===== src/rtl/sbit_expander.sv =====
// sbit_expander: VFAT S-bit front-end ahead of cluster_packer.
// It registers each BX of S-bits and applies the per-VFAT mask. Hits are
// stretched over STRETCH extra BX. Each S-bit is then expanded onto
// OUT_WIDTH/IN_WIDTH strips according to the mapping mode.
// Optional per-VFAT hit counters are built when SBIT_EXPANDER_HIT_COUNTERS_EN
// is defined; otherwise cnt_value is tied to zero.
module sbit_expander #(
  parameter int NUM_VFATS = 24,
  parameter int IN_WIDTH  = 8,
  parameter int OUT_WIDTH = 64,
  parameter int STRETCH   = 0,
  parameter int STRETCH_W = 3
) (
  input  logic                           clock4x,
  input  logic                           global_reset_n,
  input  logic [NUM_VFATS*IN_WIDTH-1:0]  sbits_in,
  input  logic                           sbits_valid,
  input  logic [NUM_VFATS-1:0]           vfat_mask,
  input  logic [1:0]                     mode,
  output logic [NUM_VFATS*OUT_WIDTH-1:0] sbits_out,
  output logic                           sbits_out_valid,
  output logic [NUM_VFATS-1:0]           active_vfats,
  input  logic [4:0]                     cnt_sel,
  input  logic                           cnt_clear,
  output logic [15:0]                    cnt_value
);

  localparam int EXPAND     = OUT_WIDTH / IN_WIDTH;
  localparam int CENTER_IDX = EXPAND / 2;
  localparam int NIN        = NUM_VFATS * IN_WIDTH;
  localparam int NOUT       = NUM_VFATS * OUT_WIDTH;
  localparam logic [STRETCH_W-1:0] STRETCH_LOAD = STRETCH_W'(STRETCH);

  typedef enum logic [1:0] {
    MODE_REPLICATE = 2'd0,
    MODE_CENTER    = 2'd1,
    MODE_FIRST     = 2'd2,
    MODE_OFF       = 2'd3
  } mode_t;

  // Expansion ratio must be whole and the stretch counter must hold STRETCH.
  generate
    if ((OUT_WIDTH % IN_WIDTH) != 0) begin : g_bad_ratio
      $error("sbit_expander: OUT_WIDTH must be a multiple of IN_WIDTH");
    end
    if ((1 << STRETCH_W) <= STRETCH) begin : g_bad_stretch_w
      $error("sbit_expander: STRETCH_W too narrow for STRETCH");
    end
  endgenerate

  logic [NIN-1:0]           raw;
  logic [NIN-1:0]           stretched_next;
  logic [NIN-1:0]           stretched_reg;
  logic [STRETCH_W-1:0]     stretch_cnt_reg [NIN];
  mode_t                    mode_reg;
  logic                     valid_d1_reg;
  logic [NOUT-1:0]          expanded;
  logic [NUM_VFATS-1:0]     active_next;
  logic [NOUT-1:0]          sbits_out_reg;
  logic                     out_valid_reg;
  logic [NUM_VFATS-1:0]     active_reg;

  // Per S-bit masking and stretch tail tracking.
  generate
    for (genvar gi = 0; gi < NIN; gi++) begin : g_bit
      localparam int V = gi / IN_WIDTH;
      assign raw[gi] = sbits_in[gi] & ~vfat_mask[V];
      // A masked VFAT drops its tail on the same strobe.
      assign stretched_next[gi] = raw[gi] |
                                  ((stretch_cnt_reg[gi] != '0) & ~vfat_mask[V]);

      // Stretch counter: reload on hit, count down on quiet strobes.
      always_ff @(posedge clock4x) begin
        if (!global_reset_n) begin
          stretch_cnt_reg[gi] <= '0;
        end else if (sbits_valid) begin
          if (vfat_mask[V])
            stretch_cnt_reg[gi] <= '0;
          else if (raw[gi])
            stretch_cnt_reg[gi] <= STRETCH_LOAD;
          else if (stretch_cnt_reg[gi] != '0)
            stretch_cnt_reg[gi] <= stretch_cnt_reg[gi] - STRETCH_W'(1);
        end
      end
    end
  endgenerate

  // Stage 1: capture the stretched S-bits and the mode of this BX.
  always_ff @(posedge clock4x) begin
    if (!global_reset_n) begin
      stretched_reg <= '0;
      mode_reg      <= MODE_REPLICATE;
      valid_d1_reg  <= 1'b0;
    end else begin
      valid_d1_reg <= sbits_valid;
      if (sbits_valid) begin
        stretched_reg <= stretched_next;
        mode_reg      <= mode_t'(mode);
      end
    end
  end

  // Strip mapping: each S-bit drives one, all or none of its EXPAND strips.
  generate
    for (genvar gi = 0; gi < NIN; gi++) begin : g_exp_bit
      for (genvar gj = 0; gj < EXPAND; gj++) begin : g_exp_strip
        assign expanded[gi*EXPAND + gj] = stretched_reg[gi] &
            ((mode_reg == MODE_REPLICATE) ||
             ((mode_reg == MODE_CENTER) && (gj == CENTER_IDX)) ||
             ((mode_reg == MODE_FIRST)  && (gj == 0)));
      end
    end
    for (genvar gi = 0; gi < NUM_VFATS; gi++) begin : g_active
      assign active_next[gi] = |expanded[gi*OUT_WIDTH +: OUT_WIDTH];
    end
  endgenerate

  // Stage 2: register the expanded strips; hold them between strobes.
  always_ff @(posedge clock4x) begin
    if (!global_reset_n) begin
      sbits_out_reg <= '0;
      active_reg    <= '0;
      out_valid_reg <= 1'b0;
    end else begin
      out_valid_reg <= valid_d1_reg;
      if (valid_d1_reg) begin
        sbits_out_reg <= expanded;
        active_reg    <= active_next;
      end
    end
  end

  assign sbits_out       = sbits_out_reg;
  assign sbits_out_valid = out_valid_reg;
  assign active_vfats    = active_reg;

`ifdef SBIT_EXPANDER_HIT_COUNTERS_EN
  logic [15:0] hit_cnt_reg [NUM_VFATS];
  logic [15:0] sel_value;
  logic [15:0] cnt_value_reg;

  generate
    for (genvar gi = 0; gi < NUM_VFATS; gi++) begin : g_hit_cnt
      // Saturating count of strobes with any unmasked hit; clear wins.
      always_ff @(posedge clock4x) begin
        if (!global_reset_n || cnt_clear)
          hit_cnt_reg[gi] <= '0;
        else if (sbits_valid && (|raw[gi*IN_WIDTH +: IN_WIDTH]) &&
                 (hit_cnt_reg[gi] != 16'hFFFF))
          hit_cnt_reg[gi] <= hit_cnt_reg[gi] + 16'd1;
      end
    end
  endgenerate

  // Out-of-range selects read as zero.
  always_comb begin
    sel_value = '0;
    if (int'(cnt_sel) < NUM_VFATS)
      sel_value = hit_cnt_reg[cnt_sel];
  end

  // Registered readout of the selected counter.
  always_ff @(posedge clock4x) begin
    if (!global_reset_n)
      cnt_value_reg <= '0;
    else
      cnt_value_reg <= sel_value;
  end

  assign cnt_value = cnt_value_reg;
`else
  logic unused_cnt_inputs;
  assign unused_cnt_inputs = ^{cnt_sel, cnt_clear};
  assign cnt_value = 16'd0;
`endif

endmodule


===== config.mk =====
export PLATFORM = sky130hd
export DESIGN_NAME = sbit_expander
export DESIGN_NICKNAME = d
export VERILOG_FILES = /design/src/rtl/sbit_expander.sv
export SDC_FILE = /design/constraint.sdc
export NUM_CORES = 2
export LEC_CHECK = 0
export BUFFER_PORTS_ARGS = -buffer_cell sky130_fd_sc_hd__buf_2
export CORE_AREA = 2 2 696 698
export CTS_CLUSTER_DIAMETER = 120
export CTS_CLUSTER_SIZE = 25
export DETAILED_ROUTE_END_ITERATION = 12
export DIE_AREA = 0 0 698 700
export GPL_ROUTABILITY_DRIVEN = 0
export HOLD_SLACK_MARGIN = 0.15
export SETUP_SLACK_MARGIN = 0.02
export SLEW_MARGIN = 5
export SYNTH_ARGS = -nofsm -noshare
export SYNTH_HDL_FRONTEND = slang
export SYNTH_SLANG_ARGS = --single-unit

===== constraint.sdc =====
create_clock -name clock4x -period 4.7 [get_ports clock4x]
set_input_delay 0.705 -clock clock4x [delete_from_list [all_inputs] [get_ports clock4x]]
set_output_delay 0.705 -clock clock4x [all_outputs]
set_load 0.005 [all_outputs]

# Word-level counts from Yosys, hierarchy flattened
# Memories as Yosys holds them, arrays and structs flattened.
# Index checks and enable logic that the tools add are counted.
# totals
register_bits	1754
mem_bits_rw	576
out_inout_bits	1577
latch_bits	0
input_bits	227
rom_bits	0
mem_count	1
word_cells	4957
# classes
n_lt_le_gt_ge	0
n_reduce_logical	219
add_sub_neg	192
n_shift	0
mux	2785
bitwise_logic	1752
n_eq_ne	2
multipliers	0
div_mod_pow	0
# memory_table
memory	depth	word_bits	rd	rd_clocked_by_memory_dff	write_ports	line	source
stretch_cnt_reg	192	3	192	0	192	54	logic [STRETCH_W-1:0] stretch_cnt_reg [NIN];
# ops
op	n
$mux 1	2209
$mux 3	576
$and 1x1->1	960
$or 1x1->1	768
$reduce_bool 3->1	192
$reduce_or 24->1	24
$sub 3x1->3 const B	192
$not 1->1	24
$eq 2x1->1 const B	1
$eq 2x2->1 const B	1
$logic_not 2->1	1
$logic_or 1x1->1	2

# Longest topological paths before layout
# logic_depth
word_depth	9
ltp_mapped	7
ltp_nobuf	6

# Worst setup path after synthesis
# Ideal clock, no wire load.
# synth_path
kind	input to register
startpoint	input port sbits_valid
endpoint	memory stretch_cnt_reg[169][0], in the netlist stretch_cnt_reg[2][123] (enable)
setup_slack_ns	2.729
required_ns	4.398
t_arrival_ns	1.669
setup_ns	0.302
cell_stages	6
path_cell_list	buf_2 buf_2 buf_2 clkbuf_1 o21ai_0 nand2_1
# synth_rtl
element	line	source
start: declaration	17	input logic sbits_valid,
end: declaration	54	

==> Flow_metrics.wiki <==
{| class="wikitable"
! Metric !! Value
|-
| Run status || finished, final reports clean
|-
| Proportion of layout cells with a drive suffix above 1 || ~28%
|-
| Final std cell area, no fill || roughly 79,000 sq um
|-
| Path type of the worst setup path || reg -> out
|-
| Category of cells accounting for the largest share of critical-path delay || flip-flops
|-
| Clock period minus final worst setup slack || approximately 2.8 ns
|-
| Maximum root-to-sink buffer count || 4
|-
| Global-route wire length before repair || ~370,000 um
|-
| Max Cap Violations || 0
|-
| Clk Latency, worst-skew pair || slightly below 0.9 ns
|-
| Dominant cells by area after synthesis || edfxtp_1 26%, dfxtp_1 24%, buf_4 11%
|-
| Placeable core region || 481,000 sq um
|-
| Clock transition at the registers of the reported paths || 0.10 ns
|-
| Kind of end point of the critical path || primary output
|-
| Arrival time at the worst endpoint || between 2 and 2.5 ns
|-
| Maximum level of the CTS H-tree || 3
|-
| CTS tree || yes
|-
| Pin count of the biggest net entering global routing || around 130
|-
| CP startpoint kind || flip-flop
|-
| Final routed wire length divided by cell count || between 20 and 25 um
|-
| Placement-stage cell area || 75,500 sq um
|-
| Worst setup skew after layout || approximately 0.063 ns
|-
| Global Route Usage Sum || 10.8%
|-
| Hold Worst Slack || ~0.26 ns
|-
| Synth unique cells || 35
|-
| Total buffers and inverters traversed by the critical path || 1
|-
| Area growth syn-to-layout || 19.8%
|-
| Number of input and output port buffers inserted || between 1,500 and 2,000
|-
| Critical path depth in cells || 1
|-
| Final instance count without filler cells || between 10,000 and 15,000
|-
| Inserted Clock Buffers || 86
|-
| Chip height || 700 um
|-
| Worst-case vdd ir drop || around 0.00024 V
|-
| Biggest area consumer among synthesized cells || edfxtp_1
|-
| FF-to-FF path depth || 5
|-
| Number of nets still failing antenna checks after routing || 0
|-
| Fin. Hold Viols || 0
|-
| Count of endpoints failing setup in the final report || 0
|-
| Antenna violations before repair || 118
|-
| Pwr Density || 314 nW/um^2
|-
| Overall die area || 489,000 sq um
|-
| Net count, final || 7,893
|-
| Worst hold path stage count || 4
|-
| Overall die width || between 600 and 700 um
|-
| Count of TritonRoute iterations in the first routing pass || 6
|-
| Period utilisation layout || 60.5%
|-
| Mapped Area || approximately 66,000 sq um
|-
| Sequential fraction of the synthesis area || around 50%
|-
| RSZ-0062 raised after global routing || no
|-
| Max-Slew Margin vs Limit || 22.1%
|-
| Crit path cell chain || buf_2
|-
| Register bit count reported by yosys || 1,372
|-
| Total routed wirelength || roughly 280,000 um
|-
| Cell with the biggest individual delay on the critical path || dfxtp_1
|-
| Leakage component of the power || roughly 35 nW
|-
| Sum of negative setup slack || 0 ns
|-
| FP Rows || 255
|-
| Total DRC errors in the routed layout || 0
|-
| Maximum frequency from static timing analysis || approximately 350 MHz
|-
| Hold Buf Count CTS || between 60 and 70
|-
| Resized Gates After CTS || 0
|-
| Fraction of post-synthesis cell area in the top cell type by area || about a quarter
|-
| Number of top-level pins || ~1,800
|-
| Placed wire-length estimate || 224,000 um
|-
| Number of synthesis warnings || 0
|-
| CTS root buf || clkbuf_16
|-
| Required time of the worst setup path || about 4 ns
|-
| Post-CTS Setup Repair Bufs || 0
|-
| Starting density of the core || 13.7%
|-
| Average via count per standard cell || ~3.4
|-
| Vias in the first global route || 43,300
|-
| Number of placed cells counting well taps || about 14,000
|-
| Worst Tran Pin Value || 1.16 ns
|-
| Class of the tightest hold or removal check || in -> reg
|-
| Syn Area/Cell || 10.2 sq um
|-
| Total via count in the routed design || roughly 47,000
|-
| Initial DRC Count || slightly below 3,000
|-
| Max Transition Viols Final || 0
|-
| Clock net sink count || about 1,400
|-
| Total grt overflow || 0
|-
| Worst-path fanout max || 7
|-
| Post-Synthesis Cells || 6,488
|-
| Delay of the slowest cell on the worst path || 1.00 ns
|}
metrics by stage:
stage               util, %  worst slack, ns  power (mW)
global route           16.4             1.49        26.1
detailed placement     15.7             1.58        16.5
floorplan                 -             2.73        15.2
finish                 16.5             1.86        24.9
CTS                    16.4             1.62        25.5
global placement       15.7             1.60        16.4
cell usage after synthesis:
cell        n
a21bo_2    33
a21boi_0   22
a21boi_1    1
a21oi_1   123
a22o_1    470
a311oi_1    2
a31o_2     16
and2_1     50
and3b_1     2
buf_1       9
buf_2     116
buf_4     976
buf_6      10
clkbuf_1  127
conb_1      1
dfxtp_1   796
edfxtp_1  576
ha_1      384
inv_1     624
mux2i_1     2
nand2_1   224
nand2b_1  198
nand3_1     1
nand3b_1   39
nor2_1    578
nor2b_1   544
nor3b_2     1
nor4_1     48
o211ai_1    7
o21a_1    122
o21ai_0   154
o22ai_1    33
o31ai_1     7
or3_1     171
or4_1      21
path summary, 6_finish.rpt:
| check | from | endpoint | slack (ns) |
|---|---|---|---|
| worst min-delay path | sbits_in[136] | stretched_reg[136] | 0.26 |
| worst min register to register | sbits_out[1432] | sbits_out[1432] | 0.45 |
| worst max-delay path | sbits_out[783] | sbits_out[782] | 1.86 |
| worst max register to register | valid_d1_reg | active_vfats[21] | 2.30 |
worst register-to-register path: cells and delay by family (launching register included):
kind,cells,cell delay (ns)
AO/OA/AOI/OAI,2,0.57
buffers and inverters,2,0.85
flip-flops,1,0.63
AND/OR/NAND/NOR,1,0.29
area by class of cell:
cell class	count	area, sq um
flip-flops and latches	1372	33200
clock inverters	33	609
fillers	53900	402000
multi-input cells	3269	22200
diodes	42	105
inverters	624	2340
well taps	6425	8040
repair buffers	1929	10400
clock buffers	122	2320
metal layers:
layer | track usage (%) | vias up | part of all wire, %
met4 | 3.11 | 44 | 3.2
met2 | 19.2 | 1748 | 49
met1 | 13.1 | 22900 | 41
met3 | 2.08 | 344 | 6.2
met5 | 0 | - | 0.10
li1 | - | 22400 | -
power breakdown:
group / switching (mW) / internal (mW)
clock: 5.00 / 3.72
sequential: 0.554 / 12.9
combinational: 1.62 / 1.04
total: 7.18 / 17.7
cells by family (layout without fill, tap and decap cells):
kind of cell             Yosys count  in the layout  synth area share [%]
adder cells (fa/ha/maj)          384            384                  7.26
other                              1             58               0.00567
flip-flops                      1372           1372                  50.2
multiplexers                       2              2                0.0303
buffers and inverters           1862           2708                  16.4
AO/OA/AOI/OAI                    990            990                  11.2
AND/OR/NAND/NOR                 1877           1877                  14.8
placed cells by master (no fill, tap or decap), drive strengths merged, types with 65 or more instances in the layout:
cell	n
a21oi	123
o21ai	154
buf	1864
nor2b	544
nand2b	198
edfxtp	576
ha	384
or3	171
inv	639
clkbuf	122
dlygate4sd3	65
nand2	224
nor2	578
o21a	122
dfxtp	796
a22o	470
Note: power is estimated with default switching activity, not from simulation.
